===== src/rtl/seq_101010_detector.sv =====
// ---------------------------------------------------------------------------
// seq_101010_detector
//
// Purpose:
//   Mealy FSM that watches a serial bit stream, one bit per clock, and flags
//   every occurrence of the pattern 1-0-1-0-1-0. The flag is combinational
//   from the current state and the current input, so it is high during the
//   same cycle in which the final 0 is presented on x.
//
// Parameters:
//   OVERLAP : 1 = overlapping detection (the trailing "1010" of a match
//                 seeds the next match)
//             0 = non-overlapping (search restarts from scratch after a match)
//
// Ports:
//   clk   : input  1  system clock, all state updates on the rising edge
//   reset : input  1  synchronous, active-high reset (priority over x)
//   x     : input  1  serial data bit, sampled on the rising edge of clk
//   z     : output 1  detect flag, high while the sixth bit (final 0) of
//                     101010 is on x; forced low while reset is high
// ---------------------------------------------------------------------------
module seq_101010_detector #(
    parameter bit OVERLAP = 1'b1
) (
    input  logic clk,
    input  logic reset,
    input  logic x,
    output logic z
);

    // Each state names the longest received suffix that is also a prefix
    // of 101010.
    typedef enum logic [2:0] {
        S0 = 3'd0,  // nothing useful received
        S1 = 3'd1,  // "1"
        S2 = 3'd2,  // "10"
        S3 = 3'd3,  // "101"
        S4 = 3'd4,  // "1010"
        S5 = 3'd5   // "10101"
    } state_t;

    state_t state_q;
    state_t state_d;

    // Next-state logic. Encodings 6 and 7 are unreachable; the default arm
    // returns them to S0 on the next edge.
    always_comb begin
        state_d = S0;
        case (state_q)
            S0:      state_d = x ? S1 : S0;
            S1:      state_d = x ? S1 : S2;
            S2:      state_d = x ? S3 : S0;
            S3:      state_d = x ? S1 : S4;
            S4:      state_d = x ? S5 : S0;
            // A completed match leaves "1010" as a valid suffix; keeping it
            // is what makes detection overlapping.
            S5:      state_d = x ? S1 : (OVERLAP ? S4 : S0);
            default: state_d = S0;
        endcase
    end

    always_ff @(posedge clk) begin
        if (reset) begin
            state_q <= S0;
        end else begin
            state_q <= state_d;
        end
    end

    // Mealy output. The reset term keeps z low during reset even if the
    // register still holds S5 or x is unknown.
    always_comb begin
        z = 1'b0;
        if (!reset && (state_q == S5) && (x == 1'b0)) begin
            z = 1'b1;
        end
    end

endmodule


===== config.mk =====
export PLATFORM = sky130hd
export DESIGN_NAME = seq_101010_detector
export DESIGN_NICKNAME = d
export VERILOG_FILES = /design/src/rtl/seq_101010_detector.sv
export SDC_FILE = /design/constraint.sdc
export NUM_CORES = 1
export LEC_CHECK = 0
export BUFFER_PORTS_ARGS = -buffer_cell sky130_fd_sc_hd__buf_4
export CAP_MARGIN = 20
export CELL_PAD_IN_SITES_DETAIL_PLACEMENT = 2
export CELL_PAD_IN_SITES_GLOBAL_PLACEMENT = 2
export CORE_AREA = 2 2 39 41
export CTS_CLUSTER_SIZE = 20
export DETAILED_ROUTE_END_ITERATION = 10
export DIE_AREA = 0 0 41 43
export GPL_ROUTABILITY_DRIVEN = 1
export GPL_TIMING_DRIVEN = 0
export PLACE_DENSITY = 0.33
export REMOVE_ABC_BUFFERS = 1
export SLEW_MARGIN = 20
export SYNTH_ARGS = -nofsm -noshare
export SYNTH_HDL_FRONTEND = slang
export SYNTH_SLANG_ARGS = --single-unit

===== constraint.sdc =====
create_clock -name clk -period 1.3 [get_ports clk]
set_clock_uncertainty 0.2 [all_clocks]
set_input_delay 0.26 -clock clk [delete_from_list [all_inputs] [get_ports clk]]
set_output_delay 0.26 -clock clk [all_outputs]
set_load 0.005 [all_outputs]

# Word-level counts from Yosys, hierarchy flattened
# Cells that the tools add are included.
[totals]
input_bits = 3
wordCells = 19
reg_bits = 3
out_inout_bits = 1
[classes]
eq_ne = 5
n_bitwise = 1
n_reduce_logical = 5
muxes = 7
[ops]
columns = ["cell", "count"]
rows = [
  ["3-bit case mux with 5 select lines", 1],
  ["3-bit by 2-bit == test with 1-bit output, second input constant", 2],
  ["3-bit == test, second input constant", 2],
  ["3-bit two-way mux", 2],
  ["2-bit two-way mux", 2],
  ["3-bit by 1-bit == test with 1-bit output, second input constant", 1],
  ["3-bit zero test", 1],
  ["1-bit logical AND", 2],
  ["1-bit two-way mux", 2],
  ["2-bit OR reduction", 1],
  ["1-bit zero test", 1],
  ["1-bit NOT", 1],
]

# Logic depth before layout (Yosys ltp)
# Gate-level depths: netlist of run 1.
[logic_depth]
depth_word = 4
mapped_depth = 2
depth_no_buf = 2

# Worst setup path after synthesis of run 1
# Ideal clock, no wire load.
[synth_timing]
path_kind = "reg2reg"
startpoint = "register state_q[1]"
endpoint = "register state_q[1]"
period_less_slack_ns = 1.174
setup_ns = 0.079
path_stages_with_launch = 3
path_buffers = 0
setup_slack_ns = 0.126
t_required_ns = 1.021
arrival_ns = 0.894
path_cell_list = "dfxtp_1 or3b_1 a211oi_2"
[synth_via]
elab_chain_cells = 3
elab_cells_between_ends = 8
classes_between = "eq/ne (5); mux (1); reduce/logical (2)"
[synth_lines]
columns = ["item", "line", "text"]
rows = [
  ["start, declared", "42", "state_t state_q;"],
  ["start signal, assigned", "66", "state_q <= state_d;"],
  ["3-bit == test or 3-bit by 2-bit == test with 1-bit output (tied branches)", "49", "case (state_q)"],
  ["2-bit OR reduction (no source line)", "n/a", ""],
  ["3-bit case mux with 5 select lines *", "49", ""],
]
# Mark *: on every way between the ends. The rest lies on a longest branch, timed or not.
# A chain may end at the register's enable or synchronous reset.

# Final worst setup path of run 1
[layout_timing]
startpoint = "register state_q[1]"
endpoint = "output port z"
[layout_via]
elab_chain_cells = 4
[layout_lines]
columns = ["item", "line", "text"]
rows = [
  ["3-bit == test", "74", "if (!reset && (state_q == S5) && (x == 1'b0)) begin"],
  ["1-bit logical AND (2 in a row)", "74", ""],
  ["1-bit two-way mux", "74", ""],
  ["end, declared", "28", "output logic z"],
]
# Every way passes these cells.

==> results of run 1 <==
[routing by layer]
layer	track usage [%]	wire length [µm]
met1	5.79	200
met3	6.28	19
met5	0	0
met4	2.00	0
met2	12.5	295
[what timing repair did]
action / in CTS / in global routing
setup buffers: 2 / 1
resized for setup: 6 / 1
pin swaps: 2 / 1
setup endpoints to repair: 1 / 2
hold buffers: 0 / 0
[power breakdown]
group | switching, mW | internal [mW]
Clock | 0.0496 | 0.115
Sequential | 0.00462 | 0.0950
Combinational | 0.0124 | 0.0173
[layout by cell type, fill, tap and decap left out, drive strengths merged]
master / count
xnor2: 1
clkbuf: 4
nand2b: 2
buf: 6
o32ai: 1
a211oi: 2
or3b: 2
nand3b: 1
inv: 1
dfxtp: 3
nor4b: 1
[area by class of cell]
class                   instances  area [µm²]
flip-flops and latches          3        66.3
well taps                      16        20.0
fillers                       157        1120
multi-input cells              10         106
clock buffers                   4        26.3
repair buffers                  6        45.0
inverters                       1        3.75
[final timing paths]
check                    end  cells past startpoint
setup reg to reg  state_q[1]                      3
hold / removal    state_q[1]                      2
hold reg to reg   state_q[1]                      1
setup / recovery           z                      2
[cells by family after synthesis]
family / count (synthesis) / synth area share (%)
buffers and inverters: 1 / 2.54
AOI/OAI and AO/OA: 3 / 19.5
and+or+nand+nor: 6 / 31.4
xor gates and xnor gates: 1 / 5.93
DFF: 3 / 40.7
[critical path, delay by kind of cell, from the launching register on]
kind | cells | cell delay (ns)
buffers and inverters | 1 | 0.15
AND/OR/NAND/NOR | 1 | 0.29
flip-flops | 1 | 0.35
==> out/results.tsv, run 1 <==
stage	metric	value	unit
outcome	outcome	complete, but fails checks	
outcome	violations	setup timing	
placed_design	postPlaceCellArea	190	µm²
clock_network	cts-buffers-inserted	3	
final_layout	final_util	19.3	%
placed_design	pre_cts_ws	-0.252	ns
worst_setup_path	slowest_stage	dfxtp_2	
worst_setup_path	reg2reg_from	state_q[0]	
timing	setup_tns	-0.181	ns
synthesis	synth_area_per_cell	10.5	µm²
drt	first_pass_iters	2	
worst_setup_path	crit_path_start	state_q[1]	
final_layout	regMostFlops	state_q	
hold_path	hold_start	reset	
global_routing	grt_max_degree	7	
timing	hold_slack	0.0538	ns
floorplan	ios	4	
worst_setup_path	cp_cell_sequence	nor4b_4 > buf_4	
final_layout	drive_above_1_share	62.5	%
drt	drtAntennaViolNets	0	
final_layout	final_nets	28	
floorplan	initial_core_util	10.7	%
final_layout	diodes	0	
timing	max_freq	0.675	GHz
synthesis	synth_cells	14	
final_layout	area_growth	81.4	%
timing	setup_slack	-0.181	ns
clock_network	cts-root-buf	clkbuf_4	
worst_setup_path	crit_arrival	1.02	ns
drt	drt_iter0_markers	2	
placed_design	place_inst	33	
worst_setup_path	critPathKind	reg -> out	
timing	max_slew_margin	82.6	%
synthesis	async_flop_share	0	%
floorplan	die_w	41	µm
global_routing	grt_overflow_total	0	
synthesis	synth_common_cells	3 x dfxtp_1, 2 x nand2b_1, 2 x or3b_1	
final_layout	top_regs	state_q x3	
synthesis	synth.largest_area_cell	dfxtp_1	
worst_setup_path	start_kind	flip-flop	
clock_network	clockBufferDepth	2	
synthesis	synth.distinct_cells	10	
drt	drc	0	
drt	viasPerCell	3.73	
timing	rsz0062_at_grt	yes	
worst_setup_path	end_kind	output pin	
worst_setup_path	reg2reg_slack	0	ns
timing	setup_viol	2	
drt	vias	149	
placed_design	portBuffers	3	
power	power_density	1100	mW/mm²
clock_network	cts_sinks	3	
floorplan	rows	14	
clock_network	clkLatencyLatePin	0.23	ns
global_routing	grt.total_usage	7.33	%
power	peakVddDrop	0.423	mV
global_routing	grt_pass1_wl	738	µm
drt	wl	514	µm
worst_setup_path	cp.required	0.84	ns
hold_path	hold_path.class	in -> reg	
synthesis	synth_warnings	0	
synthesis	ys_ff_latch	3	
placed_design	gp_routability_congestion	0.570	
power	total_leakage_power	0.0945	nW
synthesis	syn-cell-area	148	µm²
run	drv.max_cap_violation_count	0	
global_routing	first_global_vias	164	
synthesis	synthFlopType	dfxtp_1	
drt	wl_per_cell	12.9	µm
synthesis	synth.area.top_cells	dfxtp_1 41%, or3b_1 12%, a211oi_2 8.5%	
worst_setup_path	path_max_fanout	6	
worst_setup_path	slowest_delay	0.35	ns
timing	finalMaxSlewViolations	0	
synthesis	synth_top_area_share	40.7	%
timing	tightest_slew	0.261	ns
synthesis	yosysMostFrequentCell	dfxtp_1	
power	p_total	0.294	mW
floorplan	coreArea	0.00138	mm²
timing	hold_viol	0	
synthesis	synth_edf_count	0	
clock_network	cts.clk_slew.worst_paths	0.03	ns
floorplan	dieArea	0.00176	mm²
final_layout	largest_register_ffs	3	
clock_network	htree_levels	1	
timing	finalCritPeriodShare	114	%
clock_network	cts_tree	built	
global_routing	antenna_found_initial	0	
synthesis	synth.yosys.seq_area_share	40.7	%
final_layout	finalInstanceArea	268	µm²
timing	fin_crit	1.48	ns
floorplan	die_height	43	µm
final_layout	stdcell_count	40	
Note: power is estimated with default switching activity, not from simulation.
==> inputs of run 2 (changes only) <==
PLACE_DENSITY = 0.41   (was 0.33)
==> out/results.tsv, run 2 (synthesis gave the netlist of run 1 again) <==
stage	metric	value	unit	change
outcome	outcome	complete, but fails checks		
outcome	violations	setup timing		
worst_setup_path	critPathKind	reg -> out		
final_layout	largest_register_ffs	3		unchanged
timing	rsz0062_at_grt	yes		
final_layout	top_regs	state_q x3		
power	p_total	0.295	mW	+0.39%
worst_setup_path	path_max_fanout	2		-4
floorplan	die_w	41	µm	unchanged
drt	viasPerCell	3.58		-4.0%
timing	setup_tns	-0.247	ns	-0.0660 ns
floorplan	die_height	43	µm	unchanged
timing	hold_viol	0		unchanged
final_layout	drive_above_1_share	66.7	%	+4.2 points
power	peakVddDrop	0.328	mV	-22%
drt	wl	370	µm	-28%
drt	highest_layer	met3		
final_layout	final_cell_mix	5 x buf_4, 3 x clkbuf_4, 2 x dfxtp_2		
clock_network	clockBufferDepth	2		unchanged
timing	max_slew_margin	85.1	%	+2.5 points
timing	finalMaxSlewViolations	0		unchanged
run	drv.max_cap_violation_count	0		unchanged
floorplan	dieArea	0.00176	mm²	unchanged
drt	wl_met3	8	µm	-58%
final_layout	diodes	0		unchanged
clock_network	holdBufCountCts	0		unchanged
worst_setup_path	crit_arrival	0.99	ns	-0.03 ns
final_layout	area_growth	79.7	%	
clock_network	cts-buffers-inserted	3		unchanged
final_layout	mostFrequentLayoutCell	buf_4		
floorplan	ios	4		unchanged
power	power_density	1110	mW/mm²	+1.3%
hold_path	hold_path.class	in -> reg		
power	internal-power	0.230	mW	+1.0%
drt	wl_per_cell	9.25	µm	-28%
worst_setup_path	cp.required	0.84	ns	about the same
final_layout	finalInstanceArea	265	µm²	-0.93%
power	p_sw	0.0655	mW	-1.8%
drt	drt_iter0_markers	0		-2
final_layout	regMostFlops	state_q		
clock_network	cts_sinks	3		unchanged
clock_network	cts_tree	built		
worst_setup_path	start_kind	flip-flop		
placed_design	portBuffers	3		unchanged
clock_network	htree_levels	1		unchanged
power	total_leakage_power	0.0971	nW	+2.8%
global_routing	grt_pass1_wl	648	µm	-12%
floorplan	coreArea	0.00138	mm²	unchanged
global_routing	first_global_vias	175		+6.7%
drt	wl_met1	134	µm	-33%
global_routing	grt.total_usage	5.81	%	-1.5 points
floorplan	initial_core_util	10.7	%	unchanged
placed_design	postPlaceCellArea	190	µm²	unchanged
timing	max_freq	0.691	GHz	+2.3%
timing	setup_slack	-0.147	ns	+0.0333 ns
power	seq_power_share	33.5	%	-0.4 points
power	pwr-share-clk	56.0	%	about the same
drt	drtAntennaViolNets	0		unchanged
floorplan	rows	14		unchanged
power	swShare	22.2	%	-0.48 points
timing	finalCritPeriodShare	111	%	-2.6 points
placed_design	gp_routability_congestion	0.620		+8.8%
drt	first_pass_iters	1		-1
timing	setup_viol	2		unchanged
placed_design	pre_cts_ws	-0.151	ns	+0.101 ns
drt	wl_met2	227	µm	-23%
clock_network	cts-root-buf	clkbuf_4		
drt	vias	143		-4.0%
global_routing	antenna_found_initial	0		unchanged
global_routing	grt_overflow_total	0		unchanged
worst_setup_path	end_kind	output pin		
timing	tightest_slew	0.223	ns	-0.0380 ns
global_routing	grt_max_degree	7		unchanged
timing	fin_crit	1.45	ns	-0.0333 ns
final_layout	final_nets	28		unchanged
power	combPwrFrac	10.5	%	+0.4 points
drt	drc	0		unchanged
clock_network	clkLatencyLatePin	0.23	ns	about the same
clock_network	cts.clk_slew.worst_paths	0.04	ns	about the same
## run 2: cell counts in the layout (fill, tap and decap cells not counted)
Identical to the previous run, type by type.
## run 2: area by class of cell
type | instances | area, µm²
fill | 159 | 1120
multi-input combinational | 10 | 100
sequential | 3 | 66.3
timing repair buffer | 6 | 48.8
clock buffer | 4 | 26.3
tap | 16 | 20.0
inverter | 1 | 3.75
## run 2: timing repair
item / CTS / global route
setup buffers: 2 / 1
pin swaps: 2 / 2
setup endpoints to repair: 1 / 2
resized for setup: 4 / 4
## run 2: worst paths after layout
check	slack, ns	start	end	depth (start not counted)
max	-0.15	state_q[0]	z	3
min	0.03	reset	state_q[1]	2
max reg2reg	-0.10	state_q[0]	state_q[1]	4
min reg2reg	0.25	state_q[2]	state_q[1]	1
## run 2: per-layer routing
layer / up-vias / track usage [%]
li1: 72 / -
met3: 0 / 1.57
met4: 0 / 8.00
met2: 1 / 8.13
met1: 70 / 5.41
met5: - / 0
## run 2: worst max-delay path, cell delays in order, from the launching register on
cell      delay (ns)
dfxtp_4         0.35
nand2b_4        0.05
nor4b_2         0.20
buf_4           0.14
## run 2: per-stage QoR
step	std cells	hold WS, ns	utilization (%)
floorplan	14	0.125	-
global placement	33	0.264	13.7
detailed placement	33	0.268	13.7
CTS	39	0.0192	18.0
global route	40	0.0300	19.2
finish	40	0.0267	19.2
## run 2: power groups by stage
stage | Clock [mW] | Combinational [mW] | Sequential (mW)
final | 0.165 | 0.0309 | 0.0989
after floorplan | 0 | 0.00946 | 0.0995
after global routing | 0.181 | 0.0340 | 0.0995
after CTS | 0.175 | 0.0264 | 0.0983
after detailed placement | 0 | 0.0191 | 0.100
after global placement | 0 | 0.0188 | 0.101
==> inputs of run 3 (changes only) <==
CAP_MARGIN = not set   (was 20)
PLACE_DENSITY = 0.42   (was 0.41)
clock period = 1.2 ns   (was 1.3 ns; I/O delays follow)
==> out/results.tsv, run 3 (synthesis gave the netlist of run 1 again) <==
stage	metric	value	unit	change
outcome	outcome	complete, but fails checks		
outcome	violations	setup timing		
run	drv.max_cap_violation_count	0		unchanged
final_layout	ff_latch_area	63.8	µm²	-3.8%
hold_path	hold_path.class	in -> reg		
placed_design	gp_routability_congestion	0.774		+25%
power	combPwrFrac	10.6	%	about the same
placed_design	portBuffers	3		unchanged
timing	rsz0062_at_grt	yes		
worst_setup_path	end_kind	output pin		
worst_setup_path	slowest_stage	dfxtp_2		
final_layout	final_util	19.1	%	-0.090 points
floorplan	dieArea	0.00176	mm²	unchanged
clock_network	clockBufferDepth	2		unchanged
drt	drc	0		unchanged
worst_setup_path	critPathKind	reg -> out		
timing	setup_viol	2		unchanged
final_layout	regMostFlops	state_q		
drt	wl_per_cell	10.3	µm	+12%
power	p_sw	0.0678	mW	+3.6%
timing	setup_tns	-0.344	ns	-0.0966 ns
clock_network	cts_sinks	3		unchanged
floorplan	rows	14		unchanged
worst_setup_path	cp_cell_sequence	nand2b_1 > nor4b_2 > buf_4		
final_layout	multi_input_area	92.6	µm²	-7.5%
clock_network	cts-root-buf	clkbuf_4		
drt	first_pass_iters	1		unchanged
timing	finalMaxSlewViolations	0		unchanged
final_layout	finalInstanceArea	264	µm²	-0.47%
final_layout	area_growth	78.8	%	
drt	vias	165		+15%
timing	max_freq	0.696	GHz	
clock_network	clkLatencyLatePin	0.23	ns	about the same
final_layout	top_regs	state_q x3		
global_routing	first_global_vias	180		+2.9%
power	power_density	1200	mW/mm²	+8.0%
worst_setup_path	path_max_fanout	2		unchanged
drt	wl	424	µm	+15%
power	p_total	0.317	mW	+7.5%
floorplan	ios	4		unchanged
final_layout	diodes	0		unchanged
power	peakVddDrop	0.361	mV	+9.9%
worst_setup_path	cp_num_buf_inv	1		unchanged
timing	fin_crit	1.44	ns	
clock_network	cts_tree	built		
clock_network	cts-buffers-inserted	3		unchanged
drt	viasPerCell	4.02		+13%
power	internal-power	0.250	mW	+8.6%
worst_setup_path	critPathTopFamily	flip-flops		
global_routing	grt_overflow_total	0		unchanged
placed_design	postPlaceCellArea	190	µm²	unchanged
timing	hold_slack	0.0416	ns	+0.0149 ns
timing	finalCritPeriodShare	120	%	
clock_network	htree_levels	1		unchanged
final_layout	final_cell_mix	5 x buf_4, 3 x clkbuf_4, 3 x dfxtp_2, 2 x nand2b_1, 2 x dlygate4sd3_1		
floorplan	die_height	43	µm	unchanged
global_routing	grt_pass1_wl	772	µm	+19%
clock_network	cts.clk_slew.worst_paths	0.04	ns	about the same
final_layout	mostFrequentLayoutCell	buf_4		
floorplan	coreArea	0.00138	mm²	unchanged
drt	drt_iter0_markers	0		unchanged
final_layout	fillers	168		+5.7%
final_layout	final_nets	29		+3.6%
global_routing	grt_max_degree	7		unchanged
timing	setup_slack	-0.238	ns	-0.0903 ns
power	pwr-share-clk	55.4	%	-0.6 points
global_routing	antenna_found_initial	0		unchanged
power	swShare	21.4	%	-0.80 points
worst_setup_path	slowest_delay	0.33	ns	-0.02 ns
drt	drtAntennaViolNets	0		unchanged
worst_setup_path	start_kind	flip-flop		
floorplan	die_w	41	µm	unchanged
power	total_leakage_power	0.0934	nW	-3.8%
global_routing	grt.total_usage	7.31	%	+1.5 points
timing	tightest_slew	0.207	ns	-0.0162 ns
final_layout	drive_above_1_share	56.0	%	-11 points
timing	max_slew_margin	86.2	%	+1.1 points
worst_setup_path	crit_arrival	1.00	ns	about the same
final_layout	largest_register_ffs	3		unchanged
timing	hold_viol	0		unchanged
floorplan	initial_core_util	10.7	%	unchanged
worst_setup_path	cp.required	0.76	ns	-0.08 ns
power	seq_power_share	34.0	%	+0.5 points
run 3: power groups by stage:
stage          Clock (mW)  Sequential (mW)  Combinational, mW
2_1_floorplan           0            0.108             0.0102
3_3_place_gp            0            0.109             0.0205
3_5_place_dp            0            0.109             0.0210
4_1_cts             0.188            0.108             0.0323
5_1_grt             0.207            0.108             0.0376
6_report            0.176            0.108             0.0336
run 3: through the flow:
stage / std cells / setup WS (ns)
3_3_place_gp: 33 / -0.175
2_1_floorplan: 14 / 0.0264
3_5_place_dp: 33 / -0.177
6_report: 41 / -0.238
5_1_grt: 41 / -0.316
4_1_cts: 41 / -0.242
run 3: path summary, 6_finish.rpt:
| kind | cells past startpoint | slack [ns] | end | from |
|---|---|---|---|---|
| worst max-delay path | 3 | -0.24 | z | state_q[0] |
| worst min-delay path | 2 | 0.04 | state_q[2] | reset |
| worst max register to register | 3 | -0.11 | state_q[1] | state_q[0] |
| worst min register to register | 1 | 0.25 | state_q[1] | state_q[2] |
run 3: area by class of cell:
type                            count  share of cell area [%]
Multi-Input combinational cell     10                    35.1
Inverter                            1                    1.42
Timing Repair Buffer                7                    21.8
Sequential cell                     3                    24.2
Tap cell                           16                    7.58
Clock buffer                        4                    9.95
run 3: metal layers:
layer  vias up  track usage [%]  part of all wire, %
met1        84             8.28                   43
met4         0             8.00                  2.4
met2         2             8.13                   50
li1         77                -                    -
met5         -                0                    0
met3         2             4.71                  5.0
run 3: what timing repair did:
item	4_1_cts	5_1_grt
buffers inserted	2	1
gates resized for setup	4	1
pin swaps	1	1
hold buffers	2	0
hold endpoints to repair	1	0
setup endpoints to repair	2	2
